[src/rtl/mem_cmd_stager.sv]
// mem_cmd_stager: front end of the two-level (ready -> pending) memory command
// queue. Stamps accepted requests with the free-running cycle count, shadows
// the occupancy of both queue levels (the queue has no full flags) and runs a
// RUN -> DRAIN -> DRAINED quiesce sequence.
module mem_cmd_stager #(
  parameter int QUEUE_SIZE      = 16,
  parameter int REQ_SIZE        = 64,
  parameter int CYCLE_START_BIT = 0,
  parameter int CYCLE_END_BIT   = 31
) (
  input  logic                clk_in,
  input  logic                rst_in,
  input  logic                req_valid_in,
  output logic                req_ready_out,
  input  logic [REQ_SIZE-1:0] req_in,
  input  logic                drain_in,
  input  logic                issue_ready_in,
  input  logic                ready_empty_in,
  input  logic                pending_empty_in,
  input  logic                promote_in,
  output logic                enqueue_out,
  output logic [REQ_SIZE-1:0] req_out,
  output logic [31:0]         cycle_count_out,
  output logic                transfer_ready_out,
  output logic                promote_ready_out,
  output logic                drained_out,
  output logic                err_out
);

  localparam int CNT_W = $clog2(QUEUE_SIZE + 1);
  localparam int TS_W  = CYCLE_END_BIT - CYCLE_START_BIT + 1;
  localparam logic [CNT_W-1:0] FULL = CNT_W'(QUEUE_SIZE);

  typedef enum logic [1:0] {RUN, DRAIN, DRAINED} state_t;

  state_t           state;
  logic [CNT_W-1:0] ready_cnt;
  logic [CNT_W-1:0] pending_cnt;
  logic [31:0]      cycle_cnt;
  logic             promote_fire;

  // Flow control is purely a function of registered state, so there is no
  // combinational path from any *_in handshake input back to req_ready_out.
  assign req_ready_out      = (state == RUN) && (ready_cnt < FULL);
  assign enqueue_out        = req_valid_in && req_ready_out;
  // No bypass: a full pending level blocks the transfer even if it is
  // promoting in the same cycle.
  assign transfer_ready_out = (ready_cnt != '0) && (pending_cnt < FULL);
  assign promote_ready_out  = issue_ready_in;
  assign promote_fire       = promote_in && issue_ready_in;
  assign cycle_count_out    = cycle_cnt;
  assign drained_out        = (state == DRAINED);

  // Overwrite the timestamp field of the request with the live cycle count.
  always_comb begin
    req_out = req_in;
    req_out[CYCLE_END_BIT:CYCLE_START_BIT] = cycle_cnt[TS_W-1:0];
  end

  // Free-running cycle counter; wraps naturally at 2^32.
  always_ff @(posedge clk_in) begin
    if (rst_in) cycle_cnt <= '0;
    else        cycle_cnt <= cycle_cnt + 32'd1;
  end

  // Shadow occupancy of both levels; simultaneous inc/dec cancel out.
  always_ff @(posedge clk_in) begin
    if (rst_in) begin
      ready_cnt   <= '0;
      pending_cnt <= '0;
    end else begin
      case ({enqueue_out, transfer_ready_out})
        2'b10:   ready_cnt <= ready_cnt + 1'b1;
        2'b01:   ready_cnt <= ready_cnt - 1'b1;
        default: ready_cnt <= ready_cnt;
      endcase
      case ({transfer_ready_out, promote_fire})
        2'b10:   pending_cnt <= pending_cnt + 1'b1;
        2'b01:   pending_cnt <= pending_cnt - 1'b1;
        default: pending_cnt <= pending_cnt;
      endcase
    end
  end

  // Sticky flag: shadow counts disagree with the queue's own empty flags.
  always_ff @(posedge clk_in) begin
    if (rst_in) err_out <= 1'b0;
    else        err_out <= err_out
                           | ((ready_cnt == '0) ^ ready_empty_in)
                           | ((pending_cnt == '0) ^ pending_empty_in);
  end

  // Drain sequencer: intake stops outside RUN; transfers/promotes keep going.
  always_ff @(posedge clk_in) begin
    if (rst_in) begin
      state <= RUN;
    end else begin
      case (state)
        RUN:     if (drain_in) state <= DRAIN;
        DRAIN:   if (!drain_in) state <= RUN;
                 else if (ready_cnt == '0 && pending_cnt == '0) state <= DRAINED;
        DRAINED: if (!drain_in) state <= RUN;
        default: state <= RUN;
      endcase
    end
  end

endmodule

[config.mk]
export PLATFORM = sky130hd
export DESIGN_NAME = mem_cmd_stager
export DESIGN_NICKNAME = d
export VERILOG_FILES = /design/src/rtl/mem_cmd_stager.sv
export SDC_FILE = /design/constraint.sdc
export NUM_CORES = 1
export LEC_CHECK = 0
export CAP_MARGIN = 40
export CORE_UTILIZATION = 30
export CTS_CLUSTER_DIAMETER = 50
export DETAILED_ROUTE_END_ITERATION = 7
export PLACE_DENSITY = 0.66
export SLEW_MARGIN = 25
export SYNTH_ARGS = -nofsm -noshare
export SYNTH_HDL_FRONTEND = slang
export SYNTH_SLANG_ARGS = --single-unit
export TNS_END_PERCENT = 30
[constraint.sdc]
create_clock -name clk_in -period 3.9 [get_ports clk_in]
set_input_delay 0.78 -clock clk_in [delete_from_list [all_inputs] [get_ports clk_in]]
set_output_delay 0.78 -clock clk_in [all_outputs]
set_load 0.1 [all_outputs]
==> impl_metrics.py, run 1 <==
metrics = {
    "run_status": {
        "status": "complete, no violations",
    },
    "placement": {
        "io_buffer_count": 77,
        "dp_slack_ns": 0.761,
        "routabilityCongestion": 0.721,
        "dp_hpwl_um": 5530,
    },
    "finish": {
        "area_growth_pct": 51.4,
        "seq_area_um2": 901,
        "final_layout_size_suffix_gt1_frac": 0.227,
        "multi_input_area_mm2": 0.00157,
        "insertedDiodeCount": 0,
        "fillerInstances": 912,
        "nets": 511,
        "final_cell_mix": "clkdlybuf4s50_1 (73), buf_8 (65), dfxtp_1 (45)",
        "final_core_util": 0.471,
        "final_common_cell": "clkdlybuf4s50_1",
    },
    "synth": {
        "yosysSeqAreaShare": 0.295,
        "synth-xor-area-share": 0.0631,
        "synth_edf_count": 0,
        "ys.flop_type": "dfxtp_1",
        "synthAdderAreaFrac": 0.0328,
        "syn_area_per_cell_um2": 8.50,
        "ys_seq_elements": 45,
        "synth-simple-area-share": 0.284,
        "postSynthCellCount": 359,
        "syn_nets": 439,
        "synth_compound_area_frac": 0.0746,
        "yosys_warnings": 0,
        "synthDistinctLibCells": 53,
        "synth_top_family_by_area": "simple AND/OR/NAND/NOR gates",
        "ys_async_sr_fraction": 0,
        "synth_area_mm2": 0.00305,
        "synth_mux_area_frac": 0.0582,
    },
    "power_and_ir_drop": {
        "power_per_cell_area_mw_per_mm2": 409,
        "power.leakage_uw": 0.00183,
        "power_uw": 1890,
        "ir_worst_vdd_mv": 0.234,
    },
    "detailed_routing": {
        "wl_met3_um": 314,
        "drt-met1-wl_um": 3060,
        "drt_iter0_markers": 87,
        "wl_um": 7170,
        "top_layer_used": "met4",
        "ant_nets": 0,
        "dr.pass1.iters": 4,
        "via_per_inst": 4.67,
        "wl_per_cell_um": 12.7,
        "num_vias": 2639,
        "dr_wl_met2_um": 3670,
        "drc": 0,
    },
    "clock_tree": {
        "cts.repair.resized": 0,
        "hold_buffers": 0,
        "root_buffer": "clkbuf_8",
        "clk_pin_slew_ns": 0.08,
        "cts.htree.levels": 2,
        "cts_buffers": 5,
        "clk_path_buf_depth": 2,
        "cts_tree": "done",
        "insertion_delay_ns": 0.31,
        "post_cts_buffers": 0,
        "clock-sinks": 45,
    },
    "setup_path": {
        "crit_buf_inv": 1,
        "worstPathRequired_ns": 4.09,
        "crit_path_end_kind": "flop",
        "slowest_delay_ns": 0.48,
        "arrival_ns": 3.37,
        "start_kind": "flop",
        "path_delay_family": "simple AND/OR/NAND/NOR gates",
        "cp_common_cell": "ha_1",
        "critical_path.slowest_cell": "nor3b_1",
        "critPathKind": "flop to flop",
        "crit_fanout": 9,
        "path_cells": "nor3_2 -> nor3b_1 -> or2_2 -> inv_1 -> ha_1 -> xor2_1 -> ha_1 -> a21oi_1 -> a32oi_1 -> a31oi_1 -> mux2_1",
    },
    "flow_run": {
        "maxCapViolCount": 0,
    },
    "floorplan": {
        "die_height_um": 103,
        "core_area_mm2": 0.00982,
        "initial_core_util": 0.311,
        "dieArea_mm2": 0.0106,
        "core.rowCount": 36,
        "chipWidth_um": 103,
        "io_pins": 174,
    },
    "timing": {
        "rsz0062_at_grt": "no",
        "tns_ns": 0,
        "setup_ws_ns": 0.722,
        "hold_viol_final": 0,
        "maxSlewHeadroom": 0.635,
        "finalCritPeriodShare": 0.815,
        "fmax_ghz": 0.315,
        "setup_viol": 0,
        "min_period_ns": 3.18,
        "tightest_slew_ns": 0.545,
        "drv_slew": 0,
        "fin_skew_ns": 0.0170,
    },
    "global_routing": {
        "antenna_found_initial": 0,
        "grt_start_max_net_pins": 33,
        "grt_pass1_wl_um": 11700,
        "gr-total-overflow": 0,
        "track_usage": 0.140,
        "grt_pass1_vias": 2527,
    },
    "hold_path": {
        "hold_path.class": "flop to flop",
    },
}
-- metal layers --
metal	vias to the layer above	track usage
met4	0	0.0520
met5	-	0
met1	1241	0.160
met3	18	0.0244
li1	1317	-
met2	63	0.258
-- path summary, 6_finish.rpt --
check | from | endpoint | slack [ns] | cells past startpoint
max | ready_cnt[2] | ready_cnt[4] | 0.72 | 11
min reg2reg | err_out | err_out | 0.48 | 2
max reg2reg | ready_cnt[2] | ready_cnt[4] | 0.72 | 11
min | err_out | err_out | 0.48 | 2
-- worst reg2reg max path: cells and delay by family, from the launching register on --
kind | cells | cell delay [ns]
and+or+nand+nor | 3 | 0.94
buffers and inverters | 1 | 0.08
AOI/OAI and AO/OA | 3 | 0.64
DFF | 1 | 0.40
muxes | 1 | 0.34
xor gates and xnor gates | 1 | 0.18
adders and majority gates | 2 | 0.49
-- report_power, final --
part           switching [µW]  internal [µW]  total [µW]
Clock                     167            209         376
Sequential               72.9            513         586
Combinational             564            365         930
Total                     805           1090        1890
-- cell type report --
class | instances | share of cell area
tap | 133 | 0.0360
clock inverter | 2 | 0.00812
timing repair buffer | 146 | 0.398
clock buffer | 6 | 0.0179
multi-input combinational | 226 | 0.340
sequential | 45 | 0.195
inverter | 7 | 0.00569
-- synthesized netlist by cell type (2+ instances only) --
cell | instances | area share
ha_1 | 8 | 0.033
nand2_1 | 16 | 0.020
or2_2 | 2 | 0.0041
buf_4 | 65 | 0.16
a21o_1 | 2 | 0.0049
mux2_2 | 4 | 0.015
nand3_1 | 11 | 0.018
or2_1 | 2 | 0.0041
nor4_4 | 2 | 0.014
nand4_1 | 7 | 0.014
nor2_1 | 37 | 0.045
clkbuf_1 | 11 | 0.014
xor2_1 | 11 | 0.032
a22oi_1 | 3 | 0.0074
a31oi_1 | 3 | 0.0061
buf_2 | 4 | 0.0066
nand4b_1 | 2 | 0.0057
o22ai_1 | 2 | 0.0041
inv_1 | 7 | 0.0086
xnor2_1 | 11 | 0.032
and4_1 | 5 | 0.014
dfxtp_1 | 45 | 0.30
nand3b_1 | 3 | 0.0074
nand2b_1 | 5 | 0.010
and3_1 | 4 | 0.0082
mux2_1 | 10 | 0.037
or3_1 | 7 | 0.014
nand4_4 | 2 | 0.014
a21oi_1 | 11 | 0.018
nor4_1 | 4 | 0.0082
nor3_1 | 7 | 0.011
nor2b_1 | 17 | 0.035
and2_1 | 3 | 0.0061
mux2i_1 | 2 | 0.0066
a211o_1 | 2 | 0.0057
o21ai_0 | 5 | 0.0082
-- logic make-up (layout without fill, tap and decap cells) --
group | count (synthesis) | in the layout
compound gates | 35 | 35
xor+xnor | 22 | 22
fa+ha+maj | 8 | 8
buf+inv | 88 | 161
flops | 45 | 45
mux | 16 | 16
simple gates | 145 | 145
-- registers in the layout, indices dropped and copies added, names as in the netlist --
register / cells
pending_cnt: 5
state: 2
err_out: 1
cycle_count_out: 32
ready_cnt: 5
-- metrics by stage --
| stage | instance area (µm²) | std cells | hold slack [ns] |
|---|---|---|---|
| floorplan | 3060 | 359 | 0.445 |
| detailed placement | 4500 | 557 | 0.466 |
| global placement | 3420 | 488 | 0.458 |
| CTS | 4620 | 565 | 0.481 |
| finish | 4620 | 565 | 0.475 |
| global route | 4620 | 565 | 0.521 |
No activity file was read; power rests on OpenSTA's default activity.
==> run 2: changes to the inputs <==
--- a/config.mk
+++ b/config.mk
@@ -9,7 +9,7 @@
 export CORE_UTILIZATION = 30
 export CTS_CLUSTER_DIAMETER = 50
 export DETAILED_ROUTE_END_ITERATION = 7
-export PLACE_DENSITY = 0.66
+export PLACE_DENSITY = 0.68
 export SLEW_MARGIN = 25
 export SYNTH_ARGS = -nofsm -noshare
 export SYNTH_HDL_FRONTEND = slang
==> constraint.sdc (replaced) <==
create_clock -name clk_in -period 2.75 [get_ports clk_in]
set_input_delay 0.55 -clock clk_in [delete_from_list [all_inputs] [get_ports clk_in]]
set_output_delay 0.55 -clock clk_in [all_outputs]
set_load 0.1 [all_outputs]
==> run 2 against run 1 <==
Compared with the run above: core utilization shrank 11 points; register-to-register slack worse by 0.58 ns; routed wire length is 11% lower; clock power increased by 21%; maximum frequency rose by 22%; critical endpoint unchanged; largest power group unchanged.
==> impl_metrics.py, run 2 (same netlist as run 1, synthesis figures left out) <==
metrics = {
    "clock_tree": {
        "clock-sinks": 45,
        "insertion_delay_ns": 0.30,
        "cts_buffers": 5,
        "clk_path_buf_depth": 2,
        "cts_tree": "done",
        "post_cts_buffers": 0,
        "clk_pin_slew_ns": 0.09,
        "cts.repair.resized": 0,
        "hold_buffers": 0,
        "cts.htree.levels": 2,
        "root_buffer": "clkbuf_8",
    },
    "detailed_routing": {
        "wl_um": 6370,
        "ant_nets": 0,
        "dr.pass1.iters": 6,
        "drc": 0,
        "via_per_inst": 4.74,
        "wl_per_cell_um": 12.6,
        "num_vias": 2388,
        "drt_iter0_markers": 54,
    },
    "power_and_ir_drop": {
        "seq_power_share": 0.297,
        "clockPowerShare": 0.161,
        "power.leakage_uw": 0.00149,
        "switchingPower_uw": 1230,
        "ir_worst_vdd_mv": 0.432,
        "power_per_cell_area_mw_per_mm2": 809,
        "p_int_uw": 1590,
        "swShare": 0.436,
        "combinationalPowerShare": 0.542,
    },
    "finish": {
        "final_common_cell": "buf_4",
        "insertedDiodeCount": 0,
        "nets": 450,
        "largest_reg_flops": 32,
        "final_layout_size_suffix_gt1_frac": 0.299,
        "final_core_util": 0.356,
        "final_cell_mix": "buf_4 (76), dfxtp_1 (44), nor2_1 (37)",
        "fillerInstances": 1014,
        "area_growth_pct": 14.5,
        "design_area_mm2": 0.00350,
    },
    "timing": {
        "tightest_slew_ns": 0.730,
        "fmax_ghz": 0.383,
        "drv_slew": 0,
        "hold_ws_ns": 0.471,
        "min_period_ns": 2.61,
        "maxSlewHeadroom": 0.513,
        "setup_viol": 0,
        "finalCritPeriodShare": 0.950,
        "hold_viol_final": 0,
        "fin_skew_ns": 0.00851,
    },
    "setup_path": {
        "crit_fanout": 5,
        "reg2reg_from": "ready_cnt[1]",
        "start_kind": "flop",
        "critPathKind": "flop to flop",
        "endpoint": "ready_cnt[4]",
        "arrival_ns": 2.81,
        "worstPathRequired_ns": 2.94,
        "crit_path_end_kind": "flop",
        "r2r_cells": 11,
        "r2r-end": "ready_cnt[4]",
        "startpoint": "ready_cnt[1]",
        "r2r_slack_ns": 0.14,
    },
    "flow_run": {
        "maxCapViolCount": 0,
    },
    "run_status": {
        "status": "complete, no violations",
    },
    "hold_path": {
        "hold_path.class": "flop to flop",
    },
    "floorplan": {
        "io_pins": 174,
        "die_height_um": 103,
        "dieArea_mm2": 0.0106,
        "initial_core_util": 0.311,
        "chipWidth_um": 103,
        "core.rowCount": 36,
        "core_area_mm2": 0.00982,
    },
    "global_routing": {
        "track_usage": 0.121,
        "grt_start_max_net_pins": 44,
        "antenna_found_initial": 0,
        "grt_pass1_wl_um": 10200,
        "grt_pass1_vias": 2158,
        "gr-total-overflow": 0,
    },
    "placement": {
        "routabilityCongestion": 0.811,
        "placed_area_mm2": 0.00339,
        "dp_hpwl_um": 4670,
        "io_buffer_count": 77,
    },
}
run 2: cell count changes in the layout (fill, tap and decap cells not counted), moves of 2 or more:
cell             delta
buf_4              +73
clkdlybuf4s50_1    -67
buf_8              -65
buf_16              -3
ha_1                -2
nor3_2              -2
nor3_4              +2
run 2: stage by stage:
step | TNS, ns | instances | total power, µW | worst slack [ns]
detailed placement | 0 | 496 | 2370 | 0.0745
global route | -0.0264 | 504 | 3030 | -0.0264
CTS | 0 | 504 | 2840 | 0.123
floorplan | -0.688 | 359 | 2220 | -0.378
finish | 0 | 504 | 2830 | 0.137
global placement | 0 | 496 | 2320 | 0.145
run 2: area by class of cell:
type                    count  area (µm²)  share of cell area
repair buffers             85         676               0.193
flip-flops and latches     45         902               0.258
clock buffers               6        82.6              0.0236
well taps                 133         166              0.0476
clock inverters             2        17.5             0.00501
multi-input cells         226        1620               0.464
inverters                   7        30.0             0.00859
run 2: critical path: stages (launching register included):
cell        delay, ns
dfxtp_2          0.37
nor3_4           0.22
nor3b_4          0.22
or2_4            0.17
clkinvlp_4       0.11
ha_4             0.17
xor2_1           0.13
ha_2             0.19
a21oi_2          0.05
or3_1            0.36
a31oi_2          0.18
mux2_1           0.33
run 2: how the worst min path moves through the flow:
stage | startpoint | depth (start not counted) | slack (ns) | end
after floorplan | state[1] | 1 | 0.48 | state[0]
after global placement | err_out | 2 | 0.46 | err_out
after detailed placement | err_out | 2 | 0.46 | err_out
after CTS | err_out | 2 | 0.48 | err_out
after global routing | err_out | 2 | 0.49 | err_out
final | err_out | 2 | 0.47 | err_out
run 2: power by group through the flow:
stage                     Sequential, µW  Clock, µW  Combinational, µW
final                                840        454               1530
after global routing                 857        504               1670
after CTS                            839        477               1520
after detailed placement             853          0               1520
after global placement               850          0               1470
after floorplan                      876          0               1340
run 2: routing by layer:
layer	share of wire	GRT usage	vias to the layer above
met2	0.48	0.204	58
met5	0	0	-
met4	0.013	0.0379	0
met3	0.048	0.0305	15
met1	0.46	0.153	1120
li1	-	-	1195
==> run 3: changes to the inputs <==
--- a/config.mk
+++ b/config.mk
@@ -9,6 +9,7 @@
 export CORE_UTILIZATION = 30
 export CTS_CLUSTER_DIAMETER = 50
 export DETAILED_ROUTE_END_ITERATION = 7
+export HOLD_SLACK_MARGIN = 0.05
 export PLACE_DENSITY = 0.68
 export SLEW_MARGIN = 25
 export SYNTH_ARGS = -nofsm -noshare
==> results of run 3 <==
The final DEF is identical to that of run 2; final timing and power are the same.
==> RTL edit, RTL diff (config.mk and constraints of run 1) <==
Make the reset (`rst_in`) asynchronous in 4 clocked blocks.
--- a/src/rtl/mem_cmd_stager.sv
+++ b/src/rtl/mem_cmd_stager.sv
@@ -60,3 +60,3 @@
   // Free-running cycle counter; wraps naturally at 2^32.
-  always_ff @(posedge clk_in) begin
+  always_ff @(posedge clk_in or posedge rst_in) begin
     if (rst_in) cycle_cnt <= '0;
@@ -66,3 +66,3 @@
   // Shadow occupancy of both levels; simultaneous inc/dec cancel out.
-  always_ff @(posedge clk_in) begin
+  always_ff @(posedge clk_in or posedge rst_in) begin
     if (rst_in) begin
@@ -85,3 +85,3 @@
   // Sticky flag: shadow counts disagree with the queue's own empty flags.
-  always_ff @(posedge clk_in) begin
+  always_ff @(posedge clk_in or posedge rst_in) begin
     if (rst_in) err_out <= 1'b0;
@@ -93,3 +93,3 @@
   // Drain sequencer: intake stops outside RUN; transfers/promotes keep going.
-  always_ff @(posedge clk_in) begin
+  always_ff @(posedge clk_in or posedge rst_in) begin
     if (rst_in) begin
Check against the original RTL: differs if rst_in is asserted again (counterexample within 4 cycles, from zero or initial values and one cycle with rst_in high); with rst_in held inactive, the same outputs for 10 cycles.
==> RTL edit against run 1 <==
Worst setup slack improved by 0.35 ns; maximum frequency increased by 12%; cell area decreased by 4.3%; wire length decreased by 12%; area after synthesis decreased by 6.1%; critical path type unchanged; critical endpoint is now ready_cnt[4]; power decreased by 24%; sequential cell count unchanged; clock power decreased by 20%.
==> RTL edit: results (changes against run 1) <==
* Largest fanout on the critical path at 8 (-1)
* Run status: finished clean
* Worst clock skew at 0.00754 ns (-0.00945 ns)
* Adder and majority gate portion of the synthesized area at 3.49% (+0.21 points)
* CP startpoint: ready_cnt[1]
* Total leakage power at 1.98 nW (+7.9%)
* GR Util met1 at 15.7% (-0.22 points)
* Remaining max-slew budget at the tightest pin at 67.2% (+3.7 points)
* Sequential fraction of the synthesis area at 39.3% (+9.8 points)
* Seq power at 0.608 mW (+3.8%)
* Area share of the largest cell type after synthesis at 39.3% (+9.8 points)
* Fraction of layout instances using a drive strength above 1 at 26.5% (+3.8 points)
* Worst ir drop on vdd at 0.000407 V (+74%)
* GR met2 Demand/Resource at 25.5% (-0.38 points)
* Placed instance area at 4330 µm² (-3.8%)
* Number of nets in the final layout at 441 (-14%)
* Mux contribution to synthesized area at 0.786% (-5.0 points)
* Power of the clock network at 0.300 mW (-20%)
* Met2 layer wire length in the routed design at 3490 µm (-4.7%)
* First-pass GRT wire length at 10800 µm (-7.7%)
* Most area-consuming cells after synthesis: dfrtp_1 39%, buf_4 17%, xor2_1 8.2%
* Average wire length per cell after detail routing at 12.9 µm (+1.4%)
* Hold path endpoint: pending_cnt[4]
* Post-route fraction of the period consumed by the critical path at 72.6% (-8.9 points)
* Wire length after detailed routing at 6320 µm (-12%)
* Xor and xnor fraction of the mapped netlist area at 13.1% (+6.8 points)
* Number of stages on the worst hold path at 1 (-1)
* Met3 GRT Util at 2.81% (+0.37 points)
* Worst Min Path Start: pending_cnt[4]
* Hpwl dp at 5000 µm (-9.6%)
* Detailed route wirelength on metal3 at 268 µm (-15%)
## RTL edit: cell count changes after synthesis, moves of 4 or more
cell	before	now
dfxtp_1	45	0
clkbuf_1	11	5
nor4_2	1	6
nor2b_1	17	4
xor2_1	11	27
dfrtp_1	0	45
buf_2	4	0
xnor2_1	11	16
nand2b_1	5	1
mux2_1	10	0
or3_1	7	2
nor2_1	37	8
a21oi_1	11	5
## RTL edit: cell type report
class / instances / share of cell area (%)
timing repair buffer: 145 / 41.0
multi-input combinational: 156 / 27.1
sequential: 45 / 25.5
tap: 129 / 3.65
clock buffer: 5 / 1.56
inverter: 8 / 0.679
clock inverter: 3 / 0.509
## RTL edit: kinds of logic (layout without fill, tap and decap cells)
family	after synthesis	in the layout
adder cells (fa/ha/maj)	8	8
multiplexers	2	2
flip-flops	45	45
AO/OA/AOI/OAI	21	21
AND/OR/NAND/NOR	82	82
XOR/XNOR	43	43
buffers and inverters	79	161
